===== src/rtl/sal_sched_pkg.sv =====
// Shared command encoding and default inter-bank timing for the scheduler slice.
package sal_sched_pkg;

    typedef enum logic [2:0] {
        NOP = 3'd0,
        ACT = 3'd1,
        RD  = 3'd2,
        WR  = 3'd3,
        PRE = 3'd4,
        REF = 3'd5
    } cmd_t;

    localparam int unsigned DEF_BK_CNT = 4;
    localparam int unsigned DEF_T_RRD  = 2;
    localparam int unsigned DEF_T_CCD  = 2;
    localparam int unsigned DEF_T_WTR  = 3;
    localparam int unsigned DEF_T_RTW  = 4;

endpackage


===== src/rtl/sal_rr_picker.sv =====
// Round-robin first-set finder: scans req starting at ptr, wrapping modulo N.
module sal_rr_picker #(
    parameter int unsigned N = 4
) (
    input  logic [N-1:0]         req,
    input  logic [$clog2(N)-1:0] ptr,
    output logic                 found,
    output logic [$clog2(N)-1:0] idx
);

    localparam int unsigned W = $clog2(N);

    logic [W-1:0] cand;

    // N is a power of two, so the W-bit add wraps exactly modulo N.
    always_comb begin
        found = 1'b0;
        idx   = '0;
        cand  = '0;
        for (int unsigned i = 0; i < N; i++) begin
            cand = ptr + i[W-1:0];
            if (!found && req[cand]) begin
                found = 1'b1;
                idx   = cand;
            end
        end
    end

endmodule


===== src/rtl/sal_bank_arbiter.sv =====
// One-command-per-cycle arbiter: REF > PRE > COL > ACT, round-robin within each
// class, with the inter-bank tRRD/tCCD/tWTR/tRTW spacing enforced here.
module sal_bank_arbiter
    import sal_sched_pkg::*;
#(
    parameter int unsigned BK_CNT = DEF_BK_CNT,
    parameter int unsigned T_RRD  = DEF_T_RRD,
    parameter int unsigned T_CCD  = DEF_T_CCD,
    parameter int unsigned T_WTR  = DEF_T_WTR,
    parameter int unsigned T_RTW  = DEF_T_RTW
) (
    input  logic                      clk,
    input  logic                      rst_n,
    input  logic [BK_CNT-1:0]         act_req,
    input  logic [BK_CNT-1:0]         rd_req,
    input  logic [BK_CNT-1:0]         wr_req,
    input  logic [BK_CNT-1:0]         pre_req,
    input  logic [BK_CNT-1:0]         ref_req,
    output logic [BK_CNT-1:0]         act_gnt,
    output logic [BK_CNT-1:0]         rd_gnt,
    output logic [BK_CNT-1:0]         wr_gnt,
    output logic [BK_CNT-1:0]         pre_gnt,
    output logic [BK_CNT-1:0]         ref_gnt,
    output logic                      cmd_valid,
    output logic [2:0]                cmd_type,
    output logic [$clog2(BK_CNT)-1:0] cmd_bank
);

    localparam int unsigned BW    = $clog2(BK_CNT);
    localparam int unsigned RRD_W = $clog2(T_RRD + 1);
    localparam int unsigned CCD_W = $clog2(T_CCD + 1);
    localparam int unsigned WTR_W = $clog2(T_WTR + 1);
    localparam int unsigned RTW_W = $clog2(T_RTW + 1);

    localparam logic [RRD_W-1:0] RRD_LD = RRD_W'(T_RRD - 1);
    localparam logic [CCD_W-1:0] CCD_LD = CCD_W'(T_CCD - 1);
    localparam logic [WTR_W-1:0] WTR_LD = WTR_W'(T_WTR - 1);
    localparam logic [RTW_W-1:0] RTW_LD = RTW_W'(T_RTW - 1);

    logic [RRD_W-1:0] rrd_cnt_q, rrd_cnt_d;
    logic [CCD_W-1:0] ccd_cnt_q, ccd_cnt_d;
    logic [WTR_W-1:0] wtr_cnt_q, wtr_cnt_d;
    logic [RTW_W-1:0] rtw_cnt_q, rtw_cnt_d;

    logic [BW-1:0] pre_ptr_q, pre_ptr_d;
    logic [BW-1:0] col_ptr_q, col_ptr_d;
    logic [BW-1:0] act_ptr_q, act_ptr_d;

    logic          cmd_valid_q, cmd_valid_d;
    cmd_t          cmd_type_q, cmd_type_d;
    logic [BW-1:0] cmd_bank_q, cmd_bank_d;

    logic              ref_any, ref_all;
    logic              rd_ok, wr_ok, act_ok;
    logic [BK_CNT-1:0] col_cand, act_cand;
    logic              pre_found, col_found, act_found;
    logic [BW-1:0]     pre_idx, col_idx, act_idx;

    cmd_t          gnt_type;
    logic [BW-1:0] gnt_bank;

    // Eligibility: column candidates are filtered before the shared pointer search.
    always_comb begin
        ref_any  = |ref_req;
        ref_all  = &ref_req;
        rd_ok    = (ccd_cnt_q == '0) && (wtr_cnt_q == '0);
        wr_ok    = (ccd_cnt_q == '0) && (rtw_cnt_q == '0);
        act_ok   = (rrd_cnt_q == '0) && !ref_any;
        col_cand = (rd_ok ? rd_req : '0) | (wr_ok ? wr_req : '0);
        act_cand = act_ok ? act_req : '0;
    end

    sal_rr_picker #(.N(BK_CNT)) u_pre_pick (
        .req   (pre_req),
        .ptr   (pre_ptr_q),
        .found (pre_found),
        .idx   (pre_idx)
    );

    sal_rr_picker #(.N(BK_CNT)) u_col_pick (
        .req   (col_cand),
        .ptr   (col_ptr_q),
        .found (col_found),
        .idx   (col_idx)
    );

    sal_rr_picker #(.N(BK_CNT)) u_act_pick (
        .req   (act_cand),
        .ptr   (act_ptr_q),
        .found (act_found),
        .idx   (act_idx)
    );

    always_comb begin
        gnt_type = NOP;
        gnt_bank = '0;
        if (ref_all) begin
            gnt_type = REF;
        end else if (pre_found) begin
            gnt_type = PRE;
            gnt_bank = pre_idx;
        end else if (col_found) begin
            gnt_bank = col_idx;
            gnt_type = (rd_ok && rd_req[col_idx]) ? RD : WR;
        end else if (act_found) begin
            gnt_type = ACT;
            gnt_bank = act_idx;
        end
    end

    always_comb begin
        act_gnt = '0;
        rd_gnt  = '0;
        wr_gnt  = '0;
        pre_gnt = '0;
        ref_gnt = '0;
        case (gnt_type)
            ACT:     act_gnt[gnt_bank] = 1'b1;
            RD:      rd_gnt[gnt_bank]  = 1'b1;
            WR:      wr_gnt[gnt_bank]  = 1'b1;
            PRE:     pre_gnt[gnt_bank] = 1'b1;
            REF:     ref_gnt           = '1;
            default: ;
        endcase
    end

    // Loads take precedence over the saturating decrement.
    always_comb begin
        rrd_cnt_d = (rrd_cnt_q != '0) ? rrd_cnt_q - 1'b1 : '0;
        ccd_cnt_d = (ccd_cnt_q != '0) ? ccd_cnt_q - 1'b1 : '0;
        wtr_cnt_d = (wtr_cnt_q != '0) ? wtr_cnt_q - 1'b1 : '0;
        rtw_cnt_d = (rtw_cnt_q != '0) ? rtw_cnt_q - 1'b1 : '0;
        pre_ptr_d = pre_ptr_q;
        col_ptr_d = col_ptr_q;
        act_ptr_d = act_ptr_q;
        case (gnt_type)
            ACT: begin
                rrd_cnt_d = RRD_LD;
                act_ptr_d = gnt_bank + 1'b1;
            end
            RD: begin
                ccd_cnt_d = CCD_LD;
                rtw_cnt_d = RTW_LD;
                col_ptr_d = gnt_bank + 1'b1;
            end
            WR: begin
                ccd_cnt_d = CCD_LD;
                wtr_cnt_d = WTR_LD;
                col_ptr_d = gnt_bank + 1'b1;
            end
            PRE: pre_ptr_d = gnt_bank + 1'b1;
            default: ;
        endcase
        cmd_valid_d = (gnt_type != NOP);
        cmd_type_d  = gnt_type;
        cmd_bank_d  = gnt_bank;
    end

    always_ff @(posedge clk or negedge rst_n) begin
        if (!rst_n) begin
            rrd_cnt_q   <= '0;
            ccd_cnt_q   <= '0;
            wtr_cnt_q   <= '0;
            rtw_cnt_q   <= '0;
            pre_ptr_q   <= '0;
            col_ptr_q   <= '0;
            act_ptr_q   <= '0;
            cmd_valid_q <= 1'b0;
            cmd_type_q  <= NOP;
            cmd_bank_q  <= '0;
        end else begin
            rrd_cnt_q   <= rrd_cnt_d;
            ccd_cnt_q   <= ccd_cnt_d;
            wtr_cnt_q   <= wtr_cnt_d;
            rtw_cnt_q   <= rtw_cnt_d;
            pre_ptr_q   <= pre_ptr_d;
            col_ptr_q   <= col_ptr_d;
            act_ptr_q   <= act_ptr_d;
            cmd_valid_q <= cmd_valid_d;
            cmd_type_q  <= cmd_type_d;
            cmd_bank_q  <= cmd_bank_d;
        end
    end

    assign cmd_valid = cmd_valid_q;
    assign cmd_type  = cmd_type_q;
    assign cmd_bank  = cmd_bank_q;

endmodule


===== config.mk =====
export PLATFORM = sky130hd
export DESIGN_NAME = sal_bank_arbiter
export DESIGN_NICKNAME = d
export VERILOG_FILES = /design/src/rtl/sal_sched_pkg.sv /design/src/rtl/sal_rr_picker.sv /design/src/rtl/sal_bank_arbiter.sv
export SDC_FILE = /design/constraint.sdc
export NUM_CORES = 1
export LEC_CHECK = 0
export CAP_MARGIN = 20
export CORE_AREA = 5 5 77 51
export DETAILED_ROUTE_END_ITERATION = 10
export DIE_AREA = 0 0 82 56
export GPL_TIMING_DRIVEN = 0
export PLACE_DENSITY = 0.91
export SKIP_LAST_GASP = 1
export SYNTH_ARGS = -nofsm -noshare
export SYNTH_HDL_FRONTEND = slang
export SYNTH_SLANG_ARGS = --single-unit

===== constraint.sdc =====
create_clock -name clk -period 4.28 [get_ports clk]
set_input_delay 0.428 -clock clk [delete_from_list [all_inputs] [get_ports clk]]
set_output_delay 0.428 -clock clk [all_outputs]
set_load 0.02 [all_outputs]

Word level (Yosys, flattened, before mapping)
Index checks and enable logic that the tools add are counted.
Widths: inputs -> output; s select.
- output and inout bits: 26
- logic and storage cells: 158
- input bits: 22
- flip-flop bits (word level): 21
- $add $sub $neg: 14
- bitwise logic cells: 1
- $lt $le $gt $ge: 15
- reductions and logical operators: 36
- equal/unequal tests: 5
- multiplexer cells: 77
- operators with widths (kind ; number):
    $mux 2 ; 23
    $lt 2x3->1 const B ; 14
    $mux 4 ; 8
    $mux 1 ; 28
    $bmux 1 s2 ; 13
    $logic_and 1x1->1 ; 14
    $add 2x2->2 const B ; 6
    $mux 3 ; 4
    $logic_not 1->1 ; 10
    $add 2x1->2 const B ; 4
    $eq 3x2->1 const B ; 2
    $eq 3x3->1 const B ; 2
    $logic_not 2->1 ; 3
    $reduce_bool 2->1 ; 3
    $reduce_bool 3->1 ; 2
    $sub 2x1->2 const B ; 3
    $or 4x4->4 ; 1
    $reduce_and 4->1 ; 1
    $reduce_or 4->1 ; 1
    $eq 3x1->1 const B ; 1
    $logic_not 3->1 ; 1
    $sub 3x1->3 const B ; 1
    $demux 1 s2 ; 1
    $ge 2x1->1 const B ; 1
    $reduce_or 2->1 ; 1

Logic depth before layout (Yosys ltp)
- word-level depth: 26
- gate-level depth with buffers: 11
- gate-level depth less buffers: 10

Cells and area by module
A second synthesis with hierarchy kept.
- cells, all modules: 157
- area total of the unflattened synthesis: 1397.6 sq um
- modules (own cells, without submodules) (module ; instances ; cells an instance ; area an instance (sq um)):
    sal_bank_arbiter ; 1 ; 112 ; 1164.9
    sal_rr_picker ; 3 ; 15 ; 77.6

Worst setup path before layout
No wires, ideal clock.
- path type: reg2out
- start: register ccd_cnt_q[1]
- end: output port wr_gnt[0]
- required time: 3.852 ns
- buffers on the path: 0
- data arrival time: 2.441 ns
- cell stages (with the launch flop): 11
- setup slack: 1.411 ns
- cell sequence: dfrtp_1 nor4_4 nand2_1 o22ai_1 nor2b_1 a31oi_1 nand2_1 o211ai_1 ha_1 nand2_1 nor2_1
- cells in the longest elaborated chain, start to end: 25
- RTL lines (what ; line ; RTL):
    from (decl) ; sal_bank_arbiter.sv:41 ; logic [CCD_W-1:0] ccd_cnt_q, ccd_cnt_d;
    from (signal assigned) ; sal_bank_arbiter.sv:173 ; ccd_cnt_q <= ccd_cnt_d;
    $logic_not 2->1 * ; sal_bank_arbiter.sv:66, sal_bank_arbiter.sv:67 ;
    $logic_and 1x1->1 (on tied branches) ; sal_bank_arbiter.sv:66, sal_bank_arbiter.sv:67 ;
    $mux 4 ; sal_bank_arbiter.sv:69 ; col_cand = (rd_ok ? rd_req : '0) | (wr_ok ? wr_req : '0);
    $or 4x4->4 ; sal_bank_arbiter.sv:69 ;
    $bmux 1 s2 ; sal_rr_picker.sv:22 ; if (!found && req[cand]) begin
    $mux 1 (implied by the code) ; sal_rr_picker.sv:22 ;
    $mux 1 ; sal_rr_picker.sv:22 ;
    $logic_not 1->1 ; sal_rr_picker.sv:22 ;
    (+9 left out) ; n/a ;
    $mux 1 (implied by the code) ; sal_bank_arbiter.sv:104 ; gnt_type = (rd_ok && rd_req[col_idx]) ? RD : WR;
    $logic_and 1x1->1 ; sal_bank_arbiter.sv:104 ;
    $mux 1 ; sal_bank_arbiter.sv:104 ;
    $mux 2 ; sal_bank_arbiter.sv:102 ; end else if (col_found) begin
    $mux 3 ; sal_bank_arbiter.sv:99 ; end else if (pre_found) begin
    $mux 3 ; sal_bank_arbiter.sv:97 ; if (ref_all) begin
    $eq 3x2->1 ; sal_bank_arbiter.sv:117 ; case (gnt_type)
    $mux 4 * ; sal_bank_arbiter.sv:117 ;
    to (decl) ; sal_bank_arbiter.sv:21 ; output logic [BK_CNT-1:0] wr_gnt,
Every way passes the cells marked *; elsewhere a longest branch is shown, timed or not. The select of a mux whose other input is x is not followed.

Final worst setup path
Same ends and word-level chain as after synthesis.

==> impl_metrics.env <==
export IMPL_diodes=0
export IMPL_async_reset_ff_share_pct=100
export IMPL_die_area_mm2=0.00459
export IMPL_routedWlPerCell_um=15.9
export IMPL_clockBufferDepth=2
export IMPL_synthFlopType="dfrtp_1"
export IMPL_ios=48
export IMPL_antenna_found_initial=0
export IMPL_synth_distinct_cells=45
export IMPL_max_stage_delay_ns=0.62
export IMPL_worst_clock_skew_ns=0.00360
export IMPL_synth_most_common_cell="dfrtp_1"
export IMPL_required_ns=3.85
export IMPL_tightest_slew_ns=0.960
export IMPL_crit_arrival_ns=3.53
export IMPL_clkLatencyLatePin_ns=0.26
export IMPL_globalplace_congestion=0.882
export IMPL_reg2reg_to="col_ptr_q[1]$_DFFE_PN0P_"
export IMPL_place_hpwl_um=3230
export IMPL_hold_violations=0
export IMPL_htree_levels=1
export IMPL_nFillCells=263
export IMPL_cts_root_buf="clkbuf_8"
export IMPL_num_rows=16
export IMPL_holdCritStartpoint="rrd_cnt_q[0]$_DFF_PN0_"
export IMPL_drt_iter0_markers=147
export IMPL_crit_fanout=6
export IMPL_synthCells=170
export IMPL_path_clk_slew_ns=0.07
export IMPL_grt_pass1_vias=1449
export IMPL_die_y_um=56
export IMPL_multi_input_area_um2=856
export IMPL_numCtsBuffers=3
export IMPL_drv_slew=0
export IMPL_fin_tns_setup_ns=0
export IMPL_timing_rr_start="ccd_cnt_q[1]$_DFF_PN0_"
export IMPL_critPathKind="flip-flop to output port"
export IMPL_syn2layout_area_growth_pct=40.5
export IMPL_drive_above_1_share_pct=11.7
export IMPL_slew_headroom_pct=35.8
export IMPL_rsz0062_at_grt="false"
export IMPL_gr_usage_all_layers_pct=19.1
export IMPL_via_count=1455
export IMPL_synth_seq_cells=21
export IMPL_fmax_mhz=253
export IMPL_whs_endpoint="rrd_cnt_q[1]$_DFF_PN0_"
export IMPL_seqCellArea_um2=526
export IMPL_finalWirelength_um=4270
export IMPL_critical_path_endpoint_type="output port"
export IMPL_finalCritPeriodShare_pct=92.4
export IMPL_vias_per_cell=5.43
export IMPL_ant_nets=0
export IMPL_synthTopCellsByArea="dfrtp_1 36%, and2_1 4.3%, nor2_1 3.8%"
export IMPL_setup_violations_final=0
export IMPL_gr_total_overflow=0
export IMPL_drc=0
export IMPL_hold_path_depth=1
export IMPL_path_cells="or4_4 -> o22ai_1 -> nor2b_1 -> a31oi_1 -> nand2_1 -> o211ai_1 -> ha_1 -> nand2_1 -> nor2_1 -> clkdlybuf4s50_1"
export IMPL_min_period_ns=3.96
export IMPL_p_leak_nw=0.909
export IMPL_syn_num_nets=196
export IMPL_power_density_mw_per_mm2=401
export IMPL_avgSynthCellArea_um2=8.64
export IMPL_critical_path_most_common_cell="nand2_1"
export IMPL_clock_sinks=21
export IMPL_vdd_drop_max_uv=342
export IMPL_crit_slowest_cell="clkdlybuf4s50_1"
export IMPL_cts_tree="done"
export IMPL_finalNetCount=250
export IMPL_worstRegToRegCells=8
export IMPL_yosysTopAreaCell="dfrtp_1"
export IMPL_grt_max_degree=22
export IMPL_hold_class="flip-flop to flip-flop"
export IMPL_core_area_mm2=0.00312
export IMPL_start_util_pct=47.0
export IMPL_outcome="completed"
export IMPL_drv_cap=0
export IMPL_ys_top_cells_by_count="21 x dfrtp_1, 15 x nor2_1, 13 x inv_1, 12 x nand2_1, 10 x and2_1"
export IMPL_grt_pass1_wl_um=6980
export IMPL_start_kind="flip-flop"
export IMPL_synth_edf_count=0
export IMPL_yosysSeqAreaShare_pct=35.8
export IMPL_r2r_setup_slack_ns=1.35
export IMPL_port_buffers=47
export IMPL_netlist_area_mm2=0.00147
export IMPL_synth_top_area_share_pct=35.8
export IMPL_die_x_um=82
export IMPL_yosys_warnings=0
export IMPL_first_pass_iters=4
export IMPL_fin_util_pct=66.1
## logic make-up (layout without fill, tap and decap cells)
family,after synthesis,in the layout,synth area share (%)
DFF,21,21,35.8
muxes,2,2,1.53
and+or+nand+nor,70,70,27.5
buffers and inverters,20,73,6.56
AOI/OAI and AO/OA,53,53,25.2
adders and majority gates,4,4,3.41
## cell usage in the layout (no fill, tap or decap), drive strengths merged, types with 3 or more instances in the layout
| cell type | instances |
|---|---|
| clkdlybuf4s50 | 47 |
| dfrtp | 21 |
| nor2 | 15 |
| inv | 13 |
| nand2 | 12 |
| and2 | 10 |
| o21ai | 10 |
| a21oi | 9 |
| buf | 8 |
| o22ai | 6 |
| and3 | 5 |
| or2 | 5 |
| nor3 | 5 |
| clkbuf | 5 |
| a32oi | 4 |
| ha | 4 |
| nand4 | 3 |
| nand2b | 3 |
| a21o | 3 |
| o221ai | 3 |
| nor2b | 3 |
| a31o | 3 |
| nor4 | 3 |
## per-layer routing
metal	vias up	track usage [%]	wire length, µm
met1	662	28.8	2060
met3	5	5.99	325
met2	59	26.5	1860
li1	729	-	-
met4	0	3.79	21
met5	-	0	0
## worst max-delay path: cells and delay by family, from the launching register on
| family | cells | cell delay [ns] |
|---|---|---|
| and+or+nand+nor | 5 | 1.03 |
| AOI/OAI and AO/OA | 3 | 0.89 |
| buffers and inverters | 1 | 0.62 |
| DFF | 1 | 0.47 |
| adders and majority gates | 1 | 0.25 |
## where the power goes
part / leakage (nW) / internal, W / switching [W]
clock network: 0.0228 / 0.0000663 / 0.0000614
registers: 0.263 / 0.000231 / 0.0000353
logic: 0.624 / 0.000201 / 0.000233
total: 0.909 / 0.000498 / 0.000330
## area by class of cell
cell class | count | area share, %
flip-flops and latches | 21 | 25.5
clock buffers | 4 | 2.18
inverters | 13 | 2.36
plain buffers | 7 | 2.30
repair buffers | 49 | 23.5
well taps | 45 | 2.73
multi-input cells | 129 | 41.5
## metrics by stage
stage | hold WS [ns] | worst slack, ns | cells | total power [W] | area (µm²)
2_1_floorplan | 0.132 | 1.41 | 170 | 0.000533 | 1470
3_3_place_gp | 0.489 | 0.505 | 262 | 0.000674 | 2000
3_5_place_dp | 0.503 | 0.442 | 262 | 0.000683 | 2000
4_1_cts | 0.517 | 0.179 | 266 | 0.000814 | 2040
5_1_grt | 0.541 | 0.0139 | 268 | 0.000882 | 2060
6_report | 0.520 | 0.324 | 268 | 0.000828 | 2060
## registers in the layout (all words and copies together) (netlist names)
signal     count
act_ptr_q      2
cmd_valid      1
col_ptr_q      2
ccd_cnt_q      2
cmd_type       3
rrd_cnt_q      2
cmd_bank       2
pre_ptr_q      2
wtr_cnt_q      2
rtw_cnt_q      3
## repair_timing
item / 4_1_cts / 5_1_grt
setup endpoints to repair: 0 / 11
hold buffers: 0 / 0
buffers inserted: 0 / 2
gates resized for setup: 0 / 1
## worst max-delay path by stage
stage | start | end
after global routing | ccd_cnt_q[1]$_DFF_PN0_ | wr_gnt[0]
after floorplan | ccd_cnt_q[1]$_DFF_PN0_ | wr_gnt[0]
after CTS | ccd_cnt_q[1]$_DFF_PN0_ | wr_gnt[0]
after global placement | ref_req[1] | rd_gnt[2]
final | ccd_cnt_q[1]$_DFF_PN0_ | wr_gnt[0]
after detailed placement | wr_req[1] | wr_gnt[0]
Power figures use the tool's default switching activity.
